File: src/rtl/inst_fetch_pkg.sv
// inst_fetch_pkg: shared constants, state encoding and PC helper for the fetch stage.
// Revision: 1.0
`default_nettype none

package inst_fetch_pkg;

  localparam logic [31:0] NOP_INST         = 32'h0000_0013;
  localparam logic [31:0] DEFAULT_RESET_PC = 32'h0000_0000;
  localparam logic [31:0] PC_ALIGN_MASK    = 32'hFFFF_FFFC;

  typedef enum logic [1:0] {
    S_REQ  = 2'd0,
    S_WAIT = 2'd1,
    S_HOLD = 2'd2,
    S_CTRL = 2'd3
  } fetch_state_e;

  function automatic logic [31:0] pc_next(input logic [31:0] pc);
    return pc + 32'd4;
  endfunction

endpackage

`default_nettype wire

File: src/rtl/inst_fetch_perf_ctr.sv
// fetch_perf_ctr: saturating event counter, only built with INST_FETCH_PERF_EN.
// Revision: 1.0
`default_nettype none

`ifdef INST_FETCH_PERF_EN
module fetch_perf_ctr #(
  parameter int WIDTH = 32
) (
  input  logic             clock,
  input  logic             reset,
  input  logic             i_inc,
  output logic [WIDTH-1:0] o_count
);

  logic [WIDTH-1:0] r_count;

  always_ff @(posedge clock or posedge reset) begin
    if (reset) begin
      r_count <= '0;
    end else if (i_inc && (r_count != {WIDTH{1'b1}})) begin
      r_count <= r_count + WIDTH'(1);
    end
  end

  assign o_count = r_count;

endmodule
`endif

`default_nettype wire

File: src/rtl/inst_fetch.sv
// inst_fetch: PC owner and single-outstanding instruction fetch feeding decode.
// Optional perf counters via INST_FETCH_PERF_EN. Revision: 1.0
`default_nettype none

module inst_fetch
  import inst_fetch_pkg::*;
#(
  parameter logic [31:0] RESET_PC = DEFAULT_RESET_PC
) (
  input  logic        clock,
  input  logic        reset,
  output logic        imem_req_valid,
  output logic [31:0] imem_req_addr,
  input  logic        imem_req_ready,
  input  logic        imem_resp_valid,
  input  logic [31:0] imem_resp_data,
  input  logic        stall,
  input  logic        redirect_valid,
  input  logic [31:0] redirect_pc,
  input  logic        hold,
  output logic [31:0] inst,
  output logic [31:0] pc_out,
  output logic        inst_valid
`ifdef INST_FETCH_PERF_EN
  ,
  output logic [31:0] perf_fetched,
  output logic [31:0] perf_bubbles
`endif
);

  fetch_state_e r_state;
  logic [31:0]  r_pc;
  logic [31:0]  r_req_pc;
  logic [31:0]  r_pend_inst;
  logic [31:0]  r_inst;
  logic [31:0]  r_pc_out;
  logic         r_drop;
  logic         r_inst_valid;

  logic w_req_fire;
  logic w_outstanding;
  logic w_resp_ok;

  assign imem_req_valid = (r_state == S_REQ) & ~r_drop & ~stall & ~hold;
  assign imem_req_addr  = r_pc;
  assign w_req_fire     = imem_req_valid & imem_req_ready;
  // A request accepted this very cycle is outstanding too, even if a redirect
  // moves the PC away at the same edge.
  assign w_outstanding  = w_req_fire | ((r_state == S_WAIT) & ~imem_resp_valid);
  assign w_resp_ok      = (r_state == S_WAIT) & imem_resp_valid & ~r_drop;

  always_ff @(posedge clock or posedge reset) begin
    if (reset) begin
      r_state      <= S_REQ;
      r_pc         <= RESET_PC;
      r_req_pc     <= RESET_PC;
      r_pend_inst  <= NOP_INST;
      r_drop       <= 1'b0;
      r_inst       <= NOP_INST;
      r_pc_out     <= RESET_PC;
      r_inst_valid <= 1'b0;
    end else begin
      r_drop <= ((redirect_valid | stall) & w_outstanding) | (r_drop & ~imem_resp_valid);
      if (!hold) begin
        r_inst       <= NOP_INST;
        r_inst_valid <= 1'b0;
      end
      if (redirect_valid) begin
        r_pc    <= redirect_pc & PC_ALIGN_MASK;
        r_state <= S_REQ;
      end else if (stall) begin
        r_state <= S_CTRL;
      end else begin
        case (r_state)
          S_REQ: begin
            if (w_req_fire) begin
              r_req_pc <= r_pc;
              r_state  <= S_WAIT;
            end
          end
          S_WAIT: begin
            if (w_resp_ok) begin
              if (!hold) begin
                r_inst       <= imem_resp_data;
                r_pc_out     <= r_req_pc;
                r_inst_valid <= 1'b1;
                r_pc         <= pc_next(r_req_pc);
                r_state      <= S_REQ;
              end else begin
                r_pend_inst <= imem_resp_data;
                r_state     <= S_HOLD;
              end
            end
          end
          S_HOLD: begin
            if (!hold) begin
              r_inst       <= r_pend_inst;
              r_pc_out     <= r_req_pc;
              r_inst_valid <= 1'b1;
              r_pc         <= pc_next(r_req_pc);
              r_state      <= S_REQ;
            end
          end
          S_CTRL: begin
            r_state <= S_CTRL;
          end
          default: begin
            r_state <= S_REQ;
          end
        endcase
      end
    end
  end

  assign inst       = r_inst;
  assign pc_out     = r_pc_out;
  assign inst_valid = r_inst_valid;

`ifdef INST_FETCH_PERF_EN
  fetch_perf_ctr #(.WIDTH(32)) u_perf_fetched (
    .clock   (clock),
    .reset   (reset),
    .i_inc   (r_inst_valid),
    .o_count (perf_fetched)
  );

  fetch_perf_ctr #(.WIDTH(32)) u_perf_bubbles (
    .clock   (clock),
    .reset   (reset),
    .i_inc   (~r_inst_valid & ~hold),
    .o_count (perf_bubbles)
  );
`endif

endmodule

`default_nettype wire
File: config.mk
export PLATFORM = sky130hd
export DESIGN_NAME = inst_fetch
export DESIGN_NICKNAME = d
export VERILOG_FILES = /design/src/rtl/inst_fetch_pkg.sv /design/src/rtl/inst_fetch_perf_ctr.sv /design/src/rtl/inst_fetch.sv
export SDC_FILE = /design/constraint.sdc
export NUM_CORES = 1
export LEC_CHECK = 0
export BUFFER_PORTS_ARGS = -buffer_cell sky130_fd_sc_hd__buf_2
export CAP_MARGIN = 20
export CORE_ASPECT_RATIO = 1.1
export CORE_UTILIZATION = 40
export DETAILED_ROUTE_END_ITERATION = 8
export GPL_ROUTABILITY_DRIVEN = 0
export HOLD_SLACK_MARGIN = 0.02
export PLACE_DENSITY = 0.62
export SYNTH_ARGS = -nofsm -noshare
export SYNTH_HDL_FRONTEND = slang
export SYNTH_SLANG_ARGS = --single-unit
File: constraint.sdc
create_clock -name clock -period 11.4 [get_ports clock]
set_input_delay 0.57 -clock clock [delete_from_list [all_inputs] [get_ports clock]]
set_output_delay 0.57 -clock clock [all_outputs]
set_load 0.005 [all_outputs]
== Word level (Yosys, flattened, before mapping) ==
Index checks and enable logic that the tools add are counted.
Word-level totals
  bits in registers: 164
  output and inout bits: 98
  word-level logic and storage cells: 71
Operators by class
  add/sub/neg operators: 1
  eq/ne operators: 9
  mux-type cells: 28
  bitwise operators: 17
  reduce and logical (&&, ||, !) cells: 8
Operators with widths (number)
  2-to-1 mux 32 bit: 12
  one-hot mux 32 bit (2 select lines): 3
  adder 32 x 3 -> 32 bit (second input constant): 1
  2-to-1 mux 2 bit: 6
  != test 4 bit (second input constant): 3
  bitwise AND 1 bit: 9
  one-hot mux 2 bit (4 select lines): 1
  AND reduction 4 bit: 2
  AND reduction 3 bit: 2
  2-to-1 mux 1 bit: 5
  NOT 1 bit: 5
  AND reduction 5 bit: 1
  == test 2 bit (second input constant): 2
  != test 3 bit (second input constant): 1
  OR 1 bit: 3
  nonzero test 3 bit: 1
  == test 2 x 1 -> 1 bit (second input constant): 1
  zero test 2 bit: 1
  != test 2 x 1 -> 1 bit (second input constant): 1
  != test 2 bit (second input constant): 1
  one-hot mux 1 bit (2 select lines): 1
  nonzero test 2 bit: 1

== Longest topological paths before layout ==
Gate-level depths: netlist of the first run.
  depth in word-level cells: 9
  gate-level depth with buffers: 11

== Worst setup path before layout of the first run ==
Ideal clock, no wire load.
  path type: register -> register
  start point: register r_state[1]
  end point: register r_pc_out[10], in the netlist pc_out[10]
  library setup time: 0.125 ns
  arrival time: 1.968 ns
  required time: 11.275 ns
  setup slack: 9.307 ns
  stages on the path, launching flop included: 11
  buffers on the path: 4
  period minus slack after synthesis: 2.093 ns
  path through: dfrtp_1 -> inv_1 -> ha_1 -> and3b_1 -> buf_2 -> o21a_1 -> buf_2 -> nand2b_1 -> clkbuf_8 -> buf_2 -> mux2_2
Between the ends
  cells in the longest elaborated chain, start to end: 5
RTL lines
  start, declared: line inst_fetch.sv:31  | fetch_state_e r_state;
  start signal, assigned: line inst_fetch.sv:54  | r_state <= S_REQ;
  start signal, assigned: line inst_fetch.sv:70  | r_state <= S_REQ;
  start signal, assigned: line inst_fetch.sv:72  | r_state <= S_CTRL;
  == test 2 x 1 -> 1 bit: line inst_fetch.sv:50, inst_fetch.sv:74
  bitwise AND 1 bit (2 in series): line inst_fetch.sv:50  | assign w_resp_ok = (r_state == S_WAIT) & imem_resp_valid & ~r_drop;
  != test 2 bit (no line)
  AND reduction 4 bit (no line)
  end signal, assigned: line inst_fetch.sv:85  | r_pc_out <= r_req_pc;
  end signal, assigned: line inst_fetch.sv:98  | r_pc_out <= r_req_pc;
  end, declared: line inst_fetch.sv:36  | logic [31:0] r_pc_out;
Several ways; a longest one is shown, not always the timed one.
A chain may end at the register's enable or synchronous reset.

== Worst setup path after layout of the first run ==
  start point: register r_state[0]
  end point: register r_pc_out[10], in the netlist pc_out[10]
Same word-level chain as after synthesis.

==> results of run 1 <==
power by group through the flow:
stage / Clock [W] / Sequential (W) / Combinational (W)
final: 0.000594 / 0.000758 / 0.000250
after global routing: 0.000636 / 0.000772 / 0.000281
after CTS: 0.000611 / 0.000758 / 0.000254
after detailed placement: 0 / 0.000768 / 0.000253
after global placement: 0 / 0.000764 / 0.000244
after floorplan: 0 / 0.000753 / 0.000157
state kept, by name, summed over array words and instances, names as in the netlist:
register / cells
r_drop: 1
r_state: 2
pc_out: 32
inst: 32
imem_req_addr: 32
r_req_pc: 32
r_pend_inst: 32
inst_valid: 1
metal layers:
metal  part of all wire (%)  vias up  global-route usage (%)
met5                      0        -                       0
met4                    1.3        0                    7.59
met3                    5.6       20                    4.80
met1                     45     2668                    24.1
li1                       -     2520                       -
met2                     48      172                    31.7
cell families after synthesis:
family	count (synthesis)	share of synthesized area, %
xor gates and xnor gates	26	3.09
DFF	164	55.8
and+or+nand+nor	156	10.7
muxes	101	15.3
buffers and inverters	55	3.80
AOI/OAI and AO/OA	120	10.5
adders and majority gates	5	0.848
synth_stat cells (all sizes together), types with 3 or more instances:
master,n,share of area (%)
buf,12,0.80
nor4,5,1.0
a221oi,3,0.36
a21oi,15,1.0
a22oi,29,3.0
and2,4,0.36
and3,6,0.53
mux2,93,14
nand2,88,4.5
nor3,3,0.20
dfrtp,158,54
o21ai,47,3.2
o221ai,15,1.9
mux2i,8,1.1
inv,12,0.61
xnor2,6,0.71
nand4,9,0.97
ha,5,0.85
dfstp,6,2.1
xor2,20,2.4
clkbuf,31,2.4
nor2,15,0.76
nand3,14,1.1
worst min path at each step:
stage                               start                end  slack, ns  cells after the start
after floorplan                   inst[0]            inst[0]       0.46                      2
after global placement            inst[0]            inst[0]       0.45                      2
after detailed placement          inst[4]            inst[4]       0.45                      2
after CTS                  redirect_pc[8]   imem_req_addr[8]       0.32                      2
after global routing      redirect_pc[16]  imem_req_addr[16]       0.34                      3
final                               reset     r_pend_inst[6]       0.30                      2
through the flow:
stage	total power, W	hold WS (ns)	instances	instance area [µm²]	utilization (%)
after floorplan	0.000910	0.455	627	7370	-
after global placement	0.00101	0.453	995	8330	46.6
after detailed placement	0.00102	0.453	995	8330	46.6
after CTS	0.00162	0.325	1027	8950	50.1
after global routing	0.00169	0.337	1028	8960	50.2
final	0.00160	0.296	1028	8960	50.2
critical path: stages, from the launching register on:
cell and delay (ns):
dfrtp_1 0.40, inv_1 0.10, ha_1 0.15, buf_4 0.35, nor2b_1 0.26, o21a_1 0.68
nand2b_2 0.08, buf_4 0.35, mux2_2 0.36
layout make-up:
type | instances | area, µm² | area share [%]
multi-input combinational | 408 | 2990 | 33.4
timing repair buffer | 174 | 898 | 10.0
inverter | 12 | 50.0 | 0.558
clock inverter | 14 | 176 | 1.97
sequential | 164 | 4110 | 45.9
clock buffer | 18 | 439 | 4.90
tap | 238 | 298 | 3.32
==> flow_summary.ini, run 1 <==
[synthesis]
ys_ff_latch = 164
ys_types = 52
ys_seq_area_share_pct = 55.8
syn_nets = 703
syn_area_mm2 = 0.00737
ys.flop_type = dfrtp_1
synth_edf_count = 0
ys_warn_count = 0
synth_cells = 627
avgSynthCellArea_um2 = 11.8
synthArstFlopShare_pct = 100

[cts]
cts_buffers = 17
ctsResizeCount = 0
clock_path_buffers = 2
cts-htree-levels = 4
clk-insertion-delay-late_ns = 0.42
cts_tree = built
cts_sinks = 164
clk_pin_slew_ns = 0.07
post-cts-setup-buffer-count = 0
cts_root_buf = clkbuf_16
postCtsHoldBufs = 0

[critical_path]
reg2reg_slack_ns = 8.50
cp-start-kind = register
crit_arrival_ns = 3.21
path_class = register to register
r2r-start = r_state[0]
crit_required_ns = 11.71
crit_start = r_state[0]
cp_max_fo = 52
r2r_end = pc_out[10]
crit_path_end_kind = register
endpoint = pc_out[10]
rr_worst_depth = 8

[grt]
first_global_vias = 5542
grt_pass1_wl_mm = 28.4
grt_remaining_overflow = 0
grt_max_degree = 94
track_usage_pct = 19.1
antenna_found_initial = 0

[sta]
slew_violations = 0
worst_pin_slew_ns = 0.924
min_period_ns = 2.90
setup_violations = 0
fmax_mhz = 345
hold_viol_final = 0
setup_ws_ns = 8.50
tns_ns = 0
maxSlewHeadroom_pct = 38.4
rsz0062_at_grt = no
clock_skew_ns = 0.00920
post-route-period-util_pct = 25.4

[place]
post-place-ws_ns = 8.48
portBuffers = 166
dp_hpwl_mm = 11.4

[floorplan]
coreArea_mm2 = 0.0179
rows = 51
start_util_pct = 41.3
io_pins = 169
die_y_um = 144
die_area_mm2 = 0.0190
die_w_um = 131

[finish]
finish.net_count = 853
layout_commonest_cell = buf_2
antenna_cells = 0
syn2layout_area_growth_pct = 21.5
fillers = 1637
drive_above_1_share_pct = 40.5
layout_common_cells = buf_2 (166), dfrtp_1 (158), mux2_2 (92)

[power]
power_frac_clock_pct = 37.1
swShare_pct = 27.6
ir_worst_vdd_uv = 108
power_frac_seq_pct = 47.3
combinationalPowerShare_pct = 15.6
p_int_w = 0.00116
powerDensity_mw_per_mm2 = 179
power.net_switching_w = 0.000441
leakage_nw = 4.40

[flow_run]
cap_violations = 0

[drt]
vias_per_cell = 5.23
wl_mm = 17.2
wire_per_inst_um = 16.7
firstDrtPassIters = 4
drc = 0
antenna_left = 0
drtIter0Drc = 292
num_vias = 5380

[worst_hold_path]
hold_path.class = input port to async pin

[outcome]
outcome = complete, no violations
Power figures use the tool's default switching activity.
==> run 2: changes to the inputs <==
--- a/config.mk
+++ b/config.mk
@@ -12,7 +12,7 @@
 export DETAILED_ROUTE_END_ITERATION = 8
 export GPL_ROUTABILITY_DRIVEN = 0
 export HOLD_SLACK_MARGIN = 0.02
-export PLACE_DENSITY = 0.62
+export PLACE_DENSITY = 0.65
 export SYNTH_ARGS = -nofsm -noshare
 export SYNTH_HDL_FRONTEND = slang
 export SYNTH_SLANG_ARGS = --single-unit
==> constraint.sdc (replaced) <==
create_clock -name clock -period 2.4 [get_ports clock]
set_input_delay 0.12 -clock clock [delete_from_list [all_inputs] [get_ports clock]]
set_output_delay 0.12 -clock clock [all_outputs]
set_load 0.005 [all_outputs]
==> run 2 against run 1 <==
  * Clock power grew to 4.7 times the previous value
  * Critical path type unchanged
  * Die area unchanged
  * Hold slack got worse by 0.27 ns
  * Critical endpoint is now r_state[0]
  * Highest routed layer unchanged
  * Wire length rose by 2.7%
  * Sequential cell count unchanged
  * Largest cell class unchanged
  * Core utilization is 4.4 points higher
==> flow_summary.ini, run 2 (same netlist as run 1, synthesis figures left out) <==
[worst_hold_path]
hold_path.class = input port to register
holdPathEnd = imem_req_addr[4]
min_path_cells = 2
hold_path.startpoint = redirect_valid

[floorplan]
die_y_um = 144
coreArea_mm2 = 0.0179
start_util_pct = 41.3
die_w_um = 131
die_area_mm2 = 0.0190
io_pins = 169
rows = 51

[critical_path]
r2r-start = r_state[0]
path_class = register to register
rr_worst_depth = 7
crit_arrival_ns = 2.45
r2r_end = r_state[0]
cp-start-kind = register
crit_path_end_kind = register
cp_max_fo = 3
crit_required_ns = 2.75
reg2reg_slack_ns = 0.30

[grt]
track_usage_pct = 19.2
grt_max_degree = 83
first_global_vias = 5577
grt_remaining_overflow = 0
antenna_found_initial = 0
grt_pass1_wl_mm = 28.6

[cts]
clk-insertion-delay-late_ns = 0.43
clk_pin_slew_ns = 0.06
cts-htree-levels = 4
clock_path_buffers = 2
ctsResizeCount = 0
post-cts-setup-buffer-count = 0
cts_sinks = 164
cts_root_buf = clkbuf_16
cts_tree = built
cts_buffers = 17

[sta]
setup_violations = 0
maxSlewHeadroom_pct = 60.4
clock_skew_ns = 0.00848
rsz0062_at_grt = no
min_period_ns = 2.10
slew_violations = 0
tns_ns = 0
hold_viol_final = 0
worst_pin_slew_ns = 0.594
fmax_mhz = 476
post-route-period-util_pct = 87.5

[finish]
fillers = 1564
layout_commonest_cell = buf_2
syn2layout_area_growth_pct = 32.3
finish.net_count = 928
fin_area_mm2 = 0.00976
stdcell_count = 1103
layout_common_cells = buf_2 (166), dfrtp_1 (158), mux2_2 (92)
antenna_cells = 0
drive_above_1_share_pct = 37.9

[power]
power.net_switching_w = 0.00214
combinationalPowerShare_pct = 16.9
powerDensity_mw_per_mm2 = 786
leakage_nw = 4.76
ir_worst_vdd_uv = 522
swShare_pct = 27.9
power_frac_seq_pct = 46.9
p_int_w = 0.00553
power_frac_clock_pct = 36.2

[place]
placed_area_mm2 = 0.00849
portBuffers = 166
dp_cells = 1004
dp_hpwl_mm = 11.1

[drt]
vias_per_cell = 5.06
num_vias = 5582
wl_mm = 17.7
firstDrtPassIters = 4
drtIter0Drc = 329
drc = 0
antenna_left = 0
wire_per_inst_um = 16.0

[flow_run]
cap_violations = 0

[outcome]
outcome = complete, no violations
-- run 2: worst max path at each step --
stage | startpoint | to | slack (ns) | cells after the start
final | r_state[0] | r_state[0] | 0.30 | 7
after global routing | r_state[1] | imem_req_addr[8] | 0.17 | 8
after CTS | r_state[1] | r_state[0] | 0.31 | 7
after detailed placement | r_state[1] | r_state[0] | 0.33 | 7
after global placement | r_state[0] | r_state[0] | 0.38 | 7
after floorplan | reset | imem_req_addr[0] | 0.20 | 1
-- run 2: cell type report --
| cell class | instances | area (µm²) | share of cell area (%) |
|---|---|---|---|
| sequential | 164 | 4110 | 42.1 |
| multi-input combinational | 408 | 2990 | 30.6 |
| timing repair buffer | 249 | 1710 | 17.5 |
| clock buffer | 19 | 453 | 4.64 |
| tap | 238 | 298 | 3.05 |
| clock inverter | 13 | 146 | 1.50 |
| inverter | 12 | 48.8 | 0.500 |
-- run 2: power groups by stage --
stage	sequential, W	clock (W)	combinational, W
3_3_place_gp	0.00364	0	0.00119
2_1_floorplan	0.00358	0	0.000745
3_5_place_dp	0.00365	0	0.00121
5_1_grt	0.00367	0.00295	0.00144
4_1_cts	0.00360	0.00283	0.00131
6_report	0.00360	0.00277	0.00129
-- run 2: through the flow --
step / total power (W) / worst slack [ns] / hold WS, ns / utilization, %
after global placement: 0.00482 / 0.379 / 0.157 / 47.5
final: 0.00766 / 0.301 / 0.0288 / 54.6
after detailed placement: 0.00486 / 0.327 / 0.163 / 47.5
after floorplan: 0.00432 / 0.200 / 0.229 / -
after CTS: 0.00774 / 0.310 / 0.0223 / 54.6
after global routing: 0.00805 / 0.175 / 0.0330 / 54.6
-- run 2: timing repair --
item,in CTS,in global routing
endpoints found under the setup margin,0,0
endpoints found under the hold margin,105,0
hold buffers,67,0
-- run 2: critical path: stages (launching register included) --
cell	delay [ns]
dfrtp_1	0.40
inv_1	0.10
ha_1	0.19
nor4b_2	0.29
nand2_1	0.13
a222oi_1	0.40
mux2_2	0.39
a21oi_1	0.13
-- run 2: layer usage --
metal	routed length, µm	global-route usage (%)	vias up
met5	0	0	-
met4	340	8.51	0
met3	877	4.56	21
met2	8290	31.0	150
met1	8170	24.8	2736
li1	-	-	2675
==> run 3: changes to the inputs <==
--- a/config.mk
+++ b/config.mk
@@ -7,7 +7,7 @@
 export LEC_CHECK = 0
 export BUFFER_PORTS_ARGS = -buffer_cell sky130_fd_sc_hd__buf_2
 export CAP_MARGIN = 20
-export CORE_ASPECT_RATIO = 1.1
+export CORE_ASPECT_RATIO = 0.6
 export CORE_UTILIZATION = 40
 export DETAILED_ROUTE_END_ITERATION = 8
 export GPL_ROUTABILITY_DRIVEN = 0
==> constraint.sdc (replaced) <==
create_clock -name clock -period 2.4 [get_ports clock]
set_input_delay 0.24 -clock clock [delete_from_list [all_inputs] [get_ports clock]]
set_output_delay 0.24 -clock clock [all_outputs]
set_load 0.005 [all_outputs]
==> run 3 against run 2 <==
  * Global-route usage decreased by 0.059 points
  * Design area is 6.2% lower
  * Clock power fell by 4%
  * Sequential power barely moved
  * Non-clock buffer count is 56 lower
  * Setup slack worse by 0.11 ns
  * Clock skew rose by 0.0048 ns
  * Largest cell class unchanged
==> flow_summary.ini, run 3 (same netlist as run 1, synthesis figures left out) <==
[outcome]
outcome = complete, no violations

[sta]
setup_violations = 0
rsz0062_at_grt = no
hold_viol_final = 0
worst_pin_slew_ns = 0.641
post-route-period-util_pct = 92.0
clock_skew_ns = 0.0133
tns_ns = 0
slew_violations = 0
maxSlewHeadroom_pct = 57.3
fmax_mhz = 453
whs_ns = 0.0360
min_period_ns = 2.21

[drt]
num_vias = 5441
drc = 0
firstDrtPassIters = 5
wl_mm = 17.5
wire_per_inst_um = 16.7
drtIter0Drc = 426
vias_per_cell = 5.19
antenna_left = 0

[finish]
fin_area_mm2 = 0.00916
antenna_cells = 0
layout_commonest_cell = buf_2
syn2layout_area_growth_pct = 24.1
fillers = 1667
finish.net_count = 872
drive_above_1_share_pct = 40.7
layout_common_cells = buf_2 (166), dfrtp_1 (158), mux2_2 (92)

[critical_path]
crit_required_ns = 2.70
crit_arrival_ns = 2.50
reg2reg_slack_ns = 0.19
cp_max_fo = 22
cp-start-kind = register
crit_path_end_kind = register
cp_slowest_stage_delay_ns = 0.44
path_class = register to register
rr_worst_depth = 7
r2r-start = r_state[0]
critical_path.slowest_cell = or2_2
crit_start = r_state[0]
endpoint = r_req_pc[31]
cp_cell_sequence = inv_1 > ha_1 > nor4b_2 > nand2_1 > or2_2 > buf_12 > mux2_2
r2r_end = r_req_pc[31]

[grt]
first_global_vias = 5133
grt_remaining_overflow = 0
track_usage_pct = 19.2
grt_max_degree = 97
grt_pass1_wl_mm = 28.0
antenna_found_initial = 0

[flow_run]
cap_violations = 0

[floorplan]
die_area_mm2 = 0.0190
coreArea_mm2 = 0.0181
rows = 38
io_pins = 169
die_w_um = 177
die_y_um = 107
start_util_pct = 40.8

[power]
leakage_nw = 4.50
ir_worst_vdd_uv = 519
powerDensity_mw_per_mm2 = 818

[cts]
clk-insertion-delay-late_ns = 0.42
cts_sinks = 164
cts-htree-levels = 4
cts_buffers = 17
clk_pin_slew_ns = 0.07
cts_tree = built
cts_root_buf = clkbuf_16
clock_path_buffers = 2

[place]
dp_hpwl_mm = 11.9
placed_area_mm2 = 0.00847
portBuffers = 166

[worst_hold_path]
hold_path.class = input port to register
-- run 3: cell types whose count changed in the layout (fill, tap and decap cells not counted) --
cell | previous run | this run
buf_12 | 7 | 5
buf_4 | 9 | 12
bufinv_16 | 2 | 0
clkbuf_8 | 2 | 0
clkinv_2 | 2 | 0
clkinv_4 | 2 | 3
clkinv_8 | 0 | 2
dlygate4sd3_1 | 67 | 10
inv_6 | 5 | 2
inv_8 | 0 | 6
-- run 3: per-stage QoR --
| stage | cells | total power (W) | setup WS (ns) | util [%] |
|---|---|---|---|---|
| 6_report | 1049 | 0.00749 | 0.193 | 50.7 |
| 5_1_grt | 1049 | 0.00788 | 0.0865 | 50.7 |
| 4_1_cts | 1049 | 0.00757 | 0.190 | 50.7 |
| 3_5_place_dp | 1007 | 0.00487 | 0.205 | 46.9 |
| 3_3_place_gp | 1007 | 0.00483 | 0.288 | 46.9 |
| 2_1_floorplan | 627 | 0.00432 | 0.0801 | - |
-- run 3: layout make-up --
type	count	area (µm²)	share of cell area, %
Clock buffer	17	425	4.65
Sequential cell	164	4110	44.9
Tap cell	240	300	3.28
Inverter	12	48.8	0.533
Timing Repair Buffer	193	1120	12.2
Clock inverter	15	159	1.74
Multi-Input combinational cell	408	2990	32.7
-- run 3: per-layer routing --
metal / global-route usage (%) / up-vias / wire, µm / part of all wire [%]
met2: 25.3 / 143 / 6970 / 40
met4: 5.56 / 0 / 219 / 1.2
met5: 0 / - / 0 / 0
met3: 3.76 / 15 / 895 / 5.1
li1: - / 2571 / - / -
met1: 30.8 / 2712 / 9460 / 54
-- run 3: how the worst min path moves through the flow --
stage               startpoint                 to  slack (ns)  depth (start not counted)
4_1_cts        redirect_pc[12]  imem_req_addr[12]        0.02                          3
3_3_place_gp             reset            inst[5]        0.41                          3
3_5_place_dp             reset            inst[5]        0.42                          3
6_report       redirect_pc[18]  imem_req_addr[18]        0.04                          3
2_1_floorplan  imem_resp_valid             r_drop        0.35                          1
5_1_grt        redirect_pc[11]  imem_req_addr[11]        0.02                          3
-- run 3: where the power goes --
| group | internal (W) | switching (W) | total [W] | leakage, nW |
|---|---|---|---|---|
| Combinational | 0.000651 | 0.000561 | 0.00121 | 2.06 |
| Clock | 0.00140 | 0.00128 | 0.00267 | 0.281 |
| Sequential | 0.00320 | 0.000405 | 0.00361 | 2.16 |
-- run 3: worst max-delay path: cells and delay by family, from the launching register on --
kind	cells	cell delay (ns)
simple gates	3	0.85
buf+inv	2	0.34
mux	1	0.28
flops	1	0.40
fa+ha+maj	1	0.20
-- run 3: timing repair --
item,CTS,global route
hold endpoints to repair,89,0
setup buffers,0,0
hold buffers,10,0
resized for setup,0,0
